`src/rtl/dcache_mshr.sv`:
```
// dcache_mshr: miss status holding registers for the data cache.
// Tracks outstanding block misses, merges repeat misses and issues block loads.
module dcache_mshr #(
   parameter int MSHR_ENTRIES = 4,
   parameter int BLK_ADDR_W = 13,
   parameter int DATA_W = 64
) (
   input  logic                  clock,
   input  logic                  reset,
   input  logic                  miss_valid,
   input  logic [BLK_ADDR_W-1:0] miss_addr,
   input  logic                  miss_is_store,
   input  logic [DATA_W-1:0]     miss_store_data,
   output logic                  miss_ready,
   output logic [1:0]            mem_command,
   output logic [BLK_ADDR_W-1:0] mem_addr,
   input  logic [3:0]            mem_response,
   input  logic [3:0]            mem_tag,
   input  logic [DATA_W-1:0]     mem_data,
   output logic                  fill_valid,
   output logic [BLK_ADDR_W-1:0] fill_addr,
   output logic [DATA_W-1:0]     fill_data,
   output logic                  fill_dirty,
   output logic [3:0]            outstanding
);
   localparam int IW = $clog2(MSHR_ENTRIES);
   typedef enum logic [1:0] {INVALID, WAIT_ISSUE, WAIT_DATA} state_t;
   state_t                state [MSHR_ENTRIES];
   logic [BLK_ADDR_W-1:0] addr [MSHR_ENTRIES];
   logic                  is_store [MSHR_ENTRIES];
   logic [DATA_W-1:0]     store_data [MSHR_ENTRIES];
   logic [3:0]            tag [MSHR_ENTRIES];
   logic done, issue, hit, free;
   logic [IW-1:0] done_idx, issue_idx, hit_idx, free_idx;
   logic [3:0] count;
   // Scanning from the top down leaves the lowest matching index in each *_idx.
   always_comb begin
      done = 1'b0;
      done_idx = '0;
      issue = 1'b0;
      issue_idx = '0;
      hit = 1'b0;
      hit_idx = '0;
      free = 1'b0;
      free_idx = '0;
      count = '0;
      for (int i = MSHR_ENTRIES - 1; i >= 0; i--) begin
         if (state[i] == WAIT_DATA && mem_tag != 4'd0 && tag[i] == mem_tag) begin
            done = 1'b1;
            done_idx = IW'(i);
         end
         if (state[i] == WAIT_ISSUE) begin
            issue = 1'b1;
            issue_idx = IW'(i);
         end
         if (state[i] == INVALID) begin
            free = 1'b1;
            free_idx = IW'(i);
         end
         count = count + 4'(state[i] != INVALID);
      end
      // The completing entry is no merge target; such a miss refetches instead.
      for (int i = MSHR_ENTRIES - 1; i >= 0; i--) begin
         if (state[i] != INVALID && addr[i] == miss_addr && !(done && done_idx == IW'(i))) begin
            hit = 1'b1;
            hit_idx = IW'(i);
         end
      end
   end
   assign miss_ready = hit || free;
   assign mem_command = issue ? 2'd1 : 2'd0;
   assign mem_addr = issue ? addr[issue_idx] : '0;
   assign outstanding = count;
   always_ff @(posedge clock) begin
      if (reset) begin
         for (int i = 0; i < MSHR_ENTRIES; i++) state[i] <= INVALID;
         fill_valid <= 1'b0;
         fill_addr <= '0;
         fill_data <= '0;
         fill_dirty <= 1'b0;
      end else begin
         fill_valid <= done;
         fill_addr <= done ? addr[done_idx] : '0;
         fill_data <= done ? (is_store[done_idx] ? store_data[done_idx] : mem_data) : '0;
         fill_dirty <= done && is_store[done_idx];
         if (done) state[done_idx] <= INVALID;
         if (issue && mem_response != 4'd0) begin
            state[issue_idx] <= WAIT_DATA;
            tag[issue_idx] <= mem_response;
         end
         if (miss_valid && hit && miss_is_store) begin
            is_store[hit_idx] <= 1'b1;
            store_data[hit_idx] <= miss_store_data;
         end else if (miss_valid && !hit && free) begin
            state[free_idx] <= WAIT_ISSUE;
            addr[free_idx] <= miss_addr;
            is_store[free_idx] <= miss_is_store;
            store_data[free_idx] <= miss_store_data;
         end
      end
   end
endmodule

```
`config.mk`:
```
export PLATFORM = sky130hd
export DESIGN_NAME = dcache_mshr
export DESIGN_NICKNAME = d
export VERILOG_FILES = /design/src/rtl/dcache_mshr.sv
export SDC_FILE = /design/constraint.sdc
export NUM_CORES = 1
export LEC_CHECK = 0
export BUFFER_PORTS_ARGS = -buffer_cell sky130_fd_sc_hd__clkbuf_2
export CELL_PAD_IN_SITES_DETAIL_PLACEMENT = 2
export CELL_PAD_IN_SITES_GLOBAL_PLACEMENT = 2
export CORE_UTILIZATION = 36
export DETAILED_ROUTE_END_ITERATION = 6
export PLACE_DENSITY = 0.78
export SLEW_MARGIN = 20
export SYNTH_ARGS = -nofsm -noshare
export SYNTH_HDL_FRONTEND = slang
export SYNTH_SLANG_ARGS = --single-unit
```
`constraint.sdc`:
```
create_clock -name clock -period 8 [get_ports clock]
set_clock_uncertainty 0.1 [all_clocks]
set_input_delay 0.8 -clock clock [delete_from_list [all_inputs] [get_ports clock]]
set_output_delay 0.8 -clock clock [all_outputs]
set_load 0.01 [all_outputs]
```
[Word-level counts from Yosys, hierarchy flattened]
Memory sizes are Yosys's and may differ from the RTL's. A register that Yosys moved wholly into a read port is not among the register bits.
Index checks and enable logic that the tools add are counted.
Word-level totals
  register bits: 66
  latch bits: 0
  memory bits (writable): 336
  bits in read-only memories: 0
  bits of input ports: 153
  output and inout bits: 99
  memories kept: 5
Operators by class
  $add $sub $neg: 3
  multiply operators: 0
  divide/modulo/power cells: 0
  $lt $le $gt $ge: 0
  eq/ne operators: 19
  shifts and indexed selects: 0
  muxes and demuxes: 65
  bitwise logic cells: 1
  reduce and logical (&&, ||, !) cells: 49
Memories
  store_data: words 4, bits a word 64, read ports 1, clocked after Yosys merged registers in 0, wr ports 1, line 31  | logic [DATA_W-1:0] store_data [MSHR_ENTRIES];
  addr: words 4, bits a word 13, read ports 6, clocked after Yosys merged registers in 1, wr ports 1, line 29  | logic [BLK_ADDR_W-1:0] addr [MSHR_ENTRIES];
  tag: words 4, bits a word 4, read ports 4, clocked after Yosys merged registers in 0, wr ports 1, line 32  | logic [3:0] tag [MSHR_ENTRIES];
  state: words 4, bits a word 2, read ports 4, clocked after Yosys merged registers in 0, wr ports 4, line 28  | state_t state [MSHR_ENTRIES];
  is_store: words 4, bits a word 1, read ports 1, clocked after Yosys merged registers in 0, wr ports 1, line 30  | logic is_store [MSHR_ENTRIES];
Operator list (count)
  $mux W64: 2
  $reduce_or A64 Y1: 1
  $eq A13 B13 Y1: 4
  $mux W2: 24
  $mux W1: 38
  $logic_and A1 B1 Y1: 26
  $eq A4 B4 Y1: 4
  $mux W13: 1
  $eq A2 B2 Y1 const B: 6
  $eq A2 B1 Y1 const B: 5
  $logic_not A2 Y1: 5
  $reduce_bool A2 Y1: 4
  $reduce_bool A4 Y1: 2
  $reduce_or A2 Y1: 4
  $logic_not A1 Y1: 5
  $add A3 B1 Y4: 1
  $add A2 B1 Y3: 1
  $add A1 B1 Y2: 1
  $logic_or A1 B1 Y1: 1
  $not A1 Y1: 1
  $reduce_or A1 Y1: 1

[Logic depth before layout (Yosys ltp)]
Gate-level depths: netlist of the first run.
An unclocked memory read counts as a cell.
  depth after elaboration: 25
  depth in mapped cells: 11

[Worst setup path after synthesis of the first run]
Ideal clock, no wire load.
  path kind: input port to flip-flop
  start: input mem_tag[2]
  end: memory is_store[0] (enable)
  library setup time: 585 ps
  data arrival time: 7297 ps
  data required time: 7315 ps
  path slack: 18 ps
  stages on the path: 8
  path through: buf_2 or3_4 a21bo_2 a221oi_4 or2_2 nand4b_4 a2bb2oi_1 a211oi_1
On the way
  cells in the longest elaborated chain, start to end: 24
RTL lines
  from (decl): line 18  | input logic [3:0] mem_tag,
  $reduce_bool A4 Y1: line 48  | if (state[i] == WAIT_DATA && mem_tag != 4'd0 && tag[i] == mem_tag) begin
  $logic_and A1 B1 Y1 (2 in a row): line 48
  $mux W2 (4 in a row): line 48
  $eq A2 B2 Y1: line 64  | if (state[i] != INVALID && addr[i] == miss_addr && !(done && done_idx == IW'(i))) begin
  $logic_and A1 B1 Y1: line 64
  $logic_not A1 Y1: line 64
  $logic_and A1 B1 Y1: line 64
  $mux W1 (4 in a row): line 64
  $logic_not A1 Y1: line 94  | end else if (miss_valid && !hit && free) begin
  $logic_and A1 B1 Y1 (2 in a row): line 94
  $mux W1: line 94
  $mux W1: line 91  | if (miss_valid && hit && miss_is_store) begin
  $mux W1: line 75  | if (reset) begin
  $mux W1 (not written as such): line 97  | is_store[free_idx] <= miss_is_store;
  $reduce_or A1 Y1 (no line)
  $mux W2 (no line) / $mux W1 (equally long branches)
  to (decl): line 30
Parallel ways exist; a longest one is shown, timed or not.

[Worst setup path after layout of the first run]
  start: input mem_tag[3]
  end: output miss_ready
On the way
  cells in the longest elaborated chain, start to end: 16
RTL lines
  $reduce_bool A4 Y1: line 48
  $logic_and A1 B1 Y1 (2 in a row): line 48
  $mux W2 (4 in a row): line 48
  $eq A2 B2 Y1: line 64
  $logic_and A1 B1 Y1: line 64
  $logic_not A1 Y1: line 64
  $logic_and A1 B1 Y1: line 64
  $mux W1 (3 in a row): line 64
  $mux W1 (*): line 64
  $logic_or A1 B1 Y1 (*): line 70  | assign miss_ready = hit || free;
  to (decl): line 14  | output logic miss_ready,
Mark *: on every way between the ends. The rest lies on a longest branch, timed or not.

==> results of run 1 <==
-- registers in the layout, indices dropped and copies added (netlist names) --
signal / cells
store_data: 256
fill_data: 64
addr: 52
tag: 16
fill_addr: 13
state: 8
is_store: 4
fill_dirty: 1
fill_valid: 1
-- final cells by class --
type                       count  area, sq um
antenna                        5         12.5
clock buffer                  62         1280
clock inverter                26          327
fill                        4189        23900
inverter                      11         41.3
multi-input combinational    538         3800
sequential                   415        11600
tap                          585          732
timing repair buffer         265         1370
-- power breakdown --
group | switching (mW) | leakage (nW) | internal, mW
logic | 0.244 | 2.77 | 0.114
registers | 0.0334 | 3.68 | 2.40
clock network | 0.933 | 0.781 | 1.31
total | 1.21 | 7.23 | 3.82
-- layout by cell type (no fill, tap or decap), types with 3 or more instances in the layout --
master | netlist | final
xor2_1 | 60 | 60
nor4_2 | 3 | 3
a222oi_1 | 77 | 77
a22oi_1 | 26 | 26
nand2_1 | 160 | 160
diode_2 | 0 | 5
and2_1 | 7 | 7
nand3_1 | 4 | 4
clkinv_2 | 0 | 10
nand4_1 | 4 | 4
a22o_1 | 64 | 64
clkinvlp_4 | 0 | 3
xnor2_1 | 4 | 4
inv_1 | 11 | 11
clkbuf_1 | 17 | 10
dfxtp_1 | 87 | 87
clkbuf_2 | 1 | 249
clkinv_1 | 0 | 4
nor4_1 | 14 | 14
clkbuf_16 | 0 | 47
nor3_1 | 5 | 4
clkbuf_8 | 0 | 5
a21oi_1 | 15 | 15
nor2b_1 | 4 | 3
o22ai_1 | 13 | 13
buf_4 | 4 | 16
edfxtp_1 | 328 | 328
bufinv_16 | 0 | 5
nand2b_1 | 10 | 10
a21o_1 | 5 | 5
ha_1 | 4 | 4
o21ai_0 | 4 | 4
nor2_1 | 18 | 17
-- metrics by stage --
stage | power [mW] | std cells | util
floorplan | 2.65 | 1026 | -
global placement | 2.81 | 1814 | 0.407
detailed placement | 2.84 | 1814 | 0.407
CTS | 5.09 | 1902 | 0.444
global route | 5.19 | 1906 | 0.445
finish | 5.03 | 1907 | 0.445
-- final timing paths --
| kind | startpoint | end | slack (ps) | cells after the start |
|---|---|---|---|---|
| max | mem_tag[3] | miss_ready | 3390 | 9 |
| min | mem_data[13] | fill_data[13] | 310 | 2 |
| max reg2reg | tag[1][0] | store_data[1][26] | 3780 | 9 |
| min reg2reg | state[1][1] | state[1][1] | 430 | 1 |
-- kinds of logic (layout without fill, tap and decap cells) --
group	Yosys count	after routing	share of synthesized area
multiplexers	1	1	0.000636
AO/OA/AOI/OAI	221	221	0.123
AND/OR/NAND/NOR	245	245	0.0743
other	1	7	0.000238
XOR/XNOR	64	64	0.0356
buffers and inverters	73	364	0.0254
adder cells (fa/ha/maj)	5	5	0.00445
flip-flops	415	415	0.736
-- cell usage after synthesis, types with 5 or more instances --
master / number / share of area
nand2_1: 160 / 0.038
a21o_1: 5 / 0.0024
a21oi_1: 15 / 0.0048
buf_6: 10 / 0.0072
o22ai_1: 13 / 0.0052
a22o_1: 64 / 0.036
and2_1: 7 / 0.0028
nor4_1: 14 / 0.0056
clkbuf_1: 17 / 0.0041
a222oi_1: 77 / 0.049
nand2b_1: 10 / 0.0040
buf_2: 28 / 0.0089
xor2_1: 60 / 0.033
nor2_1: 18 / 0.0043
a22oi_1: 26 / 0.012
inv_1: 11 / 0.0026
nor3_1: 5 / 0.0016
edfxtp_1: 328 / 0.63
dfxtp_1: 87 / 0.11
-- critical path: stages --
cell and delay (ps):
clkbuf_2 150, or3_4 420, a21bo_2 250, a221oi_4 280
buf_4 760, or2_2 310, nand4b_4 170, or2_1 290
clkbuf_2 150
-- per-layer routing --
metal  vias to the layer above  share of wire  global-route usage
met4                         6          0.032              0.0855
met3                       104          0.056              0.0501
met5                         -        0.00081                   0
met1                      5399           0.40               0.272
met2                       353           0.51               0.395
li1                       4544              -                   -
==> results.md, run 1 <==
- Status: complete, but fails checks
- Failing checks: design-rule violations
- Synthesis-stage register bit count: 415
- Via Count: 10400
- CP Data Arrival Time: 3710 ps
- DR DRC count: 3
- Final antenna-violating net count: 0
- Period utilization: 0.576
- Core Rows: 76
- Die Wd: 211 um
- Post-CTS setup buffers: 0
- Initial antenna violation count: 8
- Yosys warns: 0
- Mapped Avg Cell Area: 15.4 sq um
- Slew headroom: 0.226
- Routed WL per cell: 26.6 um
- IO Count: 252
- Unrepaired setup endpoints after global routing: no
- Core Footprint: 0.0431 sq mm
- Clk Latency, worst-skew pair: 610 ps
- Post-synthesis sequential area ratio: 0.736
- Slack of the critical path: 3390 ps
- Initial core utilization: 0.365
- Vias per cell: 5.46
- Final #Nets: 1436
- Worst setup path category: in2out
- Cell area after layout: 0.0192 sq mm
- HPWL after DPL: 31300 um
- Worst slew pin tran: 1160 ps
- Yosys cell types: 59
- Peak VDD IR: 230 uV
- Max Freq: 0.217 GHz
- Worst Setup Start Kind: input pin
- Async SR Flop Fraction: 0
- Initial DRC Count: 893
- Die area: 0.0446 sq mm
- Hold-fix buffers, CTS: 0
- Area grow syn2layout: 21.7%
- Routability cong.: 0.829
- P_leak: 7.23 nW
- # H-tree levels: 2
- # port buffers: 249
- Clk slew on worst S/H paths: 60 ps
- CTS buffer count: 47
- Setup crit end kind: output pin
- Pre-CTS WS: 2870 ps
- Die Ht: 211 um
- Gr usage total: 0.226
- Hold Crit Class: in2reg
- CTS resizes: 0
- Setup violations, final: 0
- WHS: 312 ps
- CTS tree: built
- Remaining Overflow, GRT: 0
- Mapped Area: 0.0157 sq mm
- Clock Path Buffers: 3
- WP data required: 7100 ps
- Vias in the first global route: 11500
- Min Tclk post-route: 4610 ps
- Post-route setup TNS: 0 ps
- Placed inst area: 0.0175 sq mm
- Post-synth EDFFs: 328
- Largest net degree at the start of global routing: 81
- Layout cells sized above 1: 0.277
- Final hold vios: 0
- Drt first pass iters: 7
- Most common flop cell mapped by yosys: edfxtp_1
- Clock root buffer: clkbuf_16
- Max-cap violations: 0
- Power Density: 263 mW/mm^2
- Slew Viols, Final: 0
- Critical path fanouts, max: 80
- CTS sink count: 415
- First-pass GRT wire length: 74400 um
- Synth Instances: 1025
- Routed WL: 50600 um
Power figures use the tool's default switching activity.
==> run 2: changes to the inputs <==
Settings changed: CORE_UTILIZATION 36 to 40, PLACE_DENSITY 0.78 to 0.82.
Clock period 8 ns to 4.7 ns, I/O delays scaled along.
==> results.md, run 2 (synthesized netlist as in run 1, its figures left out) <==
- Worst path slowest cell: a311oi_1
- Reg2reg start: tag[2][2]
- Critical Path, Cell by Cell: xor2_1 -> nor4_2 -> nand2_1 -> a311oi_1 -> o21ai_0 -> o21ai_0 -> nor4b_4 -> buf_4
- # port buffers: 249 (unchanged)
- CP Data Arrival Time: 3810 ps (+100 ps)
- Met3 usage: 0.0482 (-0.00194)
- Worst slew pin tran: 1080 ps (-81.2 ps)
- Power Density: 436 mW/mm^2 (+66%)
- Top reg by flops: store_data
- CP delay by family, top: compound AO/OA/AOI/OAI gates
- WP data required: 4800 ps (-2300 ps)
- Final hold vios: 0 (unchanged)
- GR Layer Usage met1: 0.314 (+0.0421)
- Area grow syn2layout: 23.8%
- Die area: 0.0401 sq mm (-9.9%)
- GR peak layer: met2
- Peak VDD IR: 462 uV (+100%)
- Slew Viols, Final: 0 (unchanged)
- CTS buffer count: 45 (-4.3%)
- Remaining Overflow, GRT: 0 (unchanged)
- Initial DRC Count: 1119 (+25%)
- Hold Crit Class: in2reg
- Core Footprint: 0.0387 sq mm (-10%)
- Clk Latency, worst-skew pair: 590 ps (-20 ps)
- Die Wd: 200 um (-5.1%)
- Grt met2 use: 0.490 (+0.0950)
- Initial antenna violation count: 9 (+1)
- First-pass GRT wire length: 79300 um (+6.7%)
- Final #Nets: 1471 (+2.4%)
- Post-CTS setup buffers: 0 (unchanged)
- Worst R2R Setup Slack: 990 ps (-2790 ps)
- Slew headroom: 0.282 (+0.0558)
- Final antenna-violating net count: 0 (unchanged)
- Core Rows: 72 (-5.3%)
- Crit-path max cell delay: 550 ps (-210 ps)
- Gr usage total: 0.270 (+0.0437)
- Clock root buffer: clkbuf_16
- Clock Path Buffers: 3 (unchanged)
- Status: complete, but fails checks
- Critical path fanouts, max: 32 (-60%)
- Max-cap violations: 0 (unchanged)
- Hold wc startpoint: mem_data[31]
- Largest net degree at the start of global routing: 79 (-2.5%)
- Hold EP: fill_data[31]
- Cell area after layout: 0.0195 sq mm (+1.7%)
- Post-route setup TNS: 0 ps (unchanged)
- Vias per cell: 5.73 (+5.1%)
- Largest regs: store_data: 256 flops, fill_data: 64 flops, addr: 52 flops
- Crit path depth: 8 (-1)
- Commonest non-fill, non-tap cell in the layout: edfxtp_1
- IO Count: 252 (unchanged)
- Initial core utilization: 0.406 (+0.0409)
- RR Endpoint: store_data[1][38]
- Clk slew on worst S/H paths: 70 ps (about the same)
- Worst Setup Start Kind: flop
- DR DRC count: 4 (+1)
- Placed inst area: 0.0176 sq mm (+0.51%)
- Unrepaired setup endpoints after global routing: no
- Commonest cells after routing, fill and taps aside: edfxtp_1, clkbuf_2, nand2_1, dfxtp_1, a222oi_1
- Final core occ: 0.503 (+0.0581)
- Routed WL: 55700 um (+10%)
- Cell Count, Final, Fillers Out: 1875 (-1.7%)
- CTS tree: built
- Min Tclk post-route: 3710 ps
- Hold depth: 2 (unchanged)
- Failing checks: design-rule violations
- # H-tree levels: 2 (unchanged)
- Die Ht: 200 um (-5.1%)
- Layout cells sized above 1: 0.276 (-0.00159)
- Period utilization: 0.789
- Worst setup path category: reg2reg
- Buf+Inv Stages, Crit Path: 1 (-2)
- CTS sink count: 415 (unchanged)
- Vias in the first global route: 11800 (+2.6%)
- Setup violations, final: 0 (unchanged)
- Drt first pass iters: 7 (unchanged)
- Placed Cells: 1753 (-3.4%)
- CP most frequent cell: o21ai_0
- Number of flip-flops in the largest register: 256 (unchanged)
- Routed WL per cell: 29.7 um (+12%)
- Overall power: 8.50 mW (+69%)
- Routability cong.: 0.882 (+6.4%)
- Max Freq: 0.270 GHz
- R2R depth: 8 (-1)
- Setup crit end kind: flop
- Via Count: 10800 (+3.3%)
- HPWL after DPL: 34000 um (+8.7%)
- P_leak: 7.39 nW (+2.3%)
==> run 2: cell types whose count changed in the layout (fill, tap and decap cells not counted), sizes merged <==
cell / previous run / this run
bufinv: 5 / 4
clkbuf: 311 / 307
inv: 13 / 14
dlygate4sd3: 0 / 30
buf: 16 / 23
diode: 5 / 7
==> run 2: how the worst max path moves through the flow <==
stage,endpoint,slack (ps),startpoint
floorplan,is_store[1],-130,mem_tag[2]
detailed placement,store_data[1][33],780,mem_tag[2]
global placement,store_data[0][25],1040,mem_tag[2]
finish,store_data[1][38],990,tag[2][2]
global route,store_data[1][38],810,tag[2][2]
CTS,store_data[1][38],1030,tag[2][2]
==> run 2: layer usage <==
layer,wire length (um),up-vias
li1,-,4621
met1,20900,5584
met2,29600,432
met3,3170,110
met4,2080,6
met5,41,-
==> run 2: cell type report <==
type	count	area, sq um
sequential	415	11600
fill	3632	19300
inverter	11	41.3
antenna	7	17.5
tap	518	648
multi-input combinational	538	3850
clock inverter	26	262
clock buffer	58	1260
timing repair buffer	302	1810
==> run 2: stage by stage <==
step	hold WS (ps)	setup slack [ps]
2_1_floorplan	356	-131
3_3_place_gp	383	1040
3_5_place_dp	400	779
4_1_cts	0.353	1030
5_1_grt	16.5	815
6_report	23.6	994
==> run 2: what timing repair did <==
action                    in CTS  in global routing
hold buffers                  30                  0
hold endpoints to repair      69                  0
gates resized for setup        0                  0
==> run 2: where the power goes <==
group | switching [mW] | internal [mW]
Clock | 1.56 | 2.13
Sequential | 0.0630 | 4.09
Combinational | 0.438 | 0.221
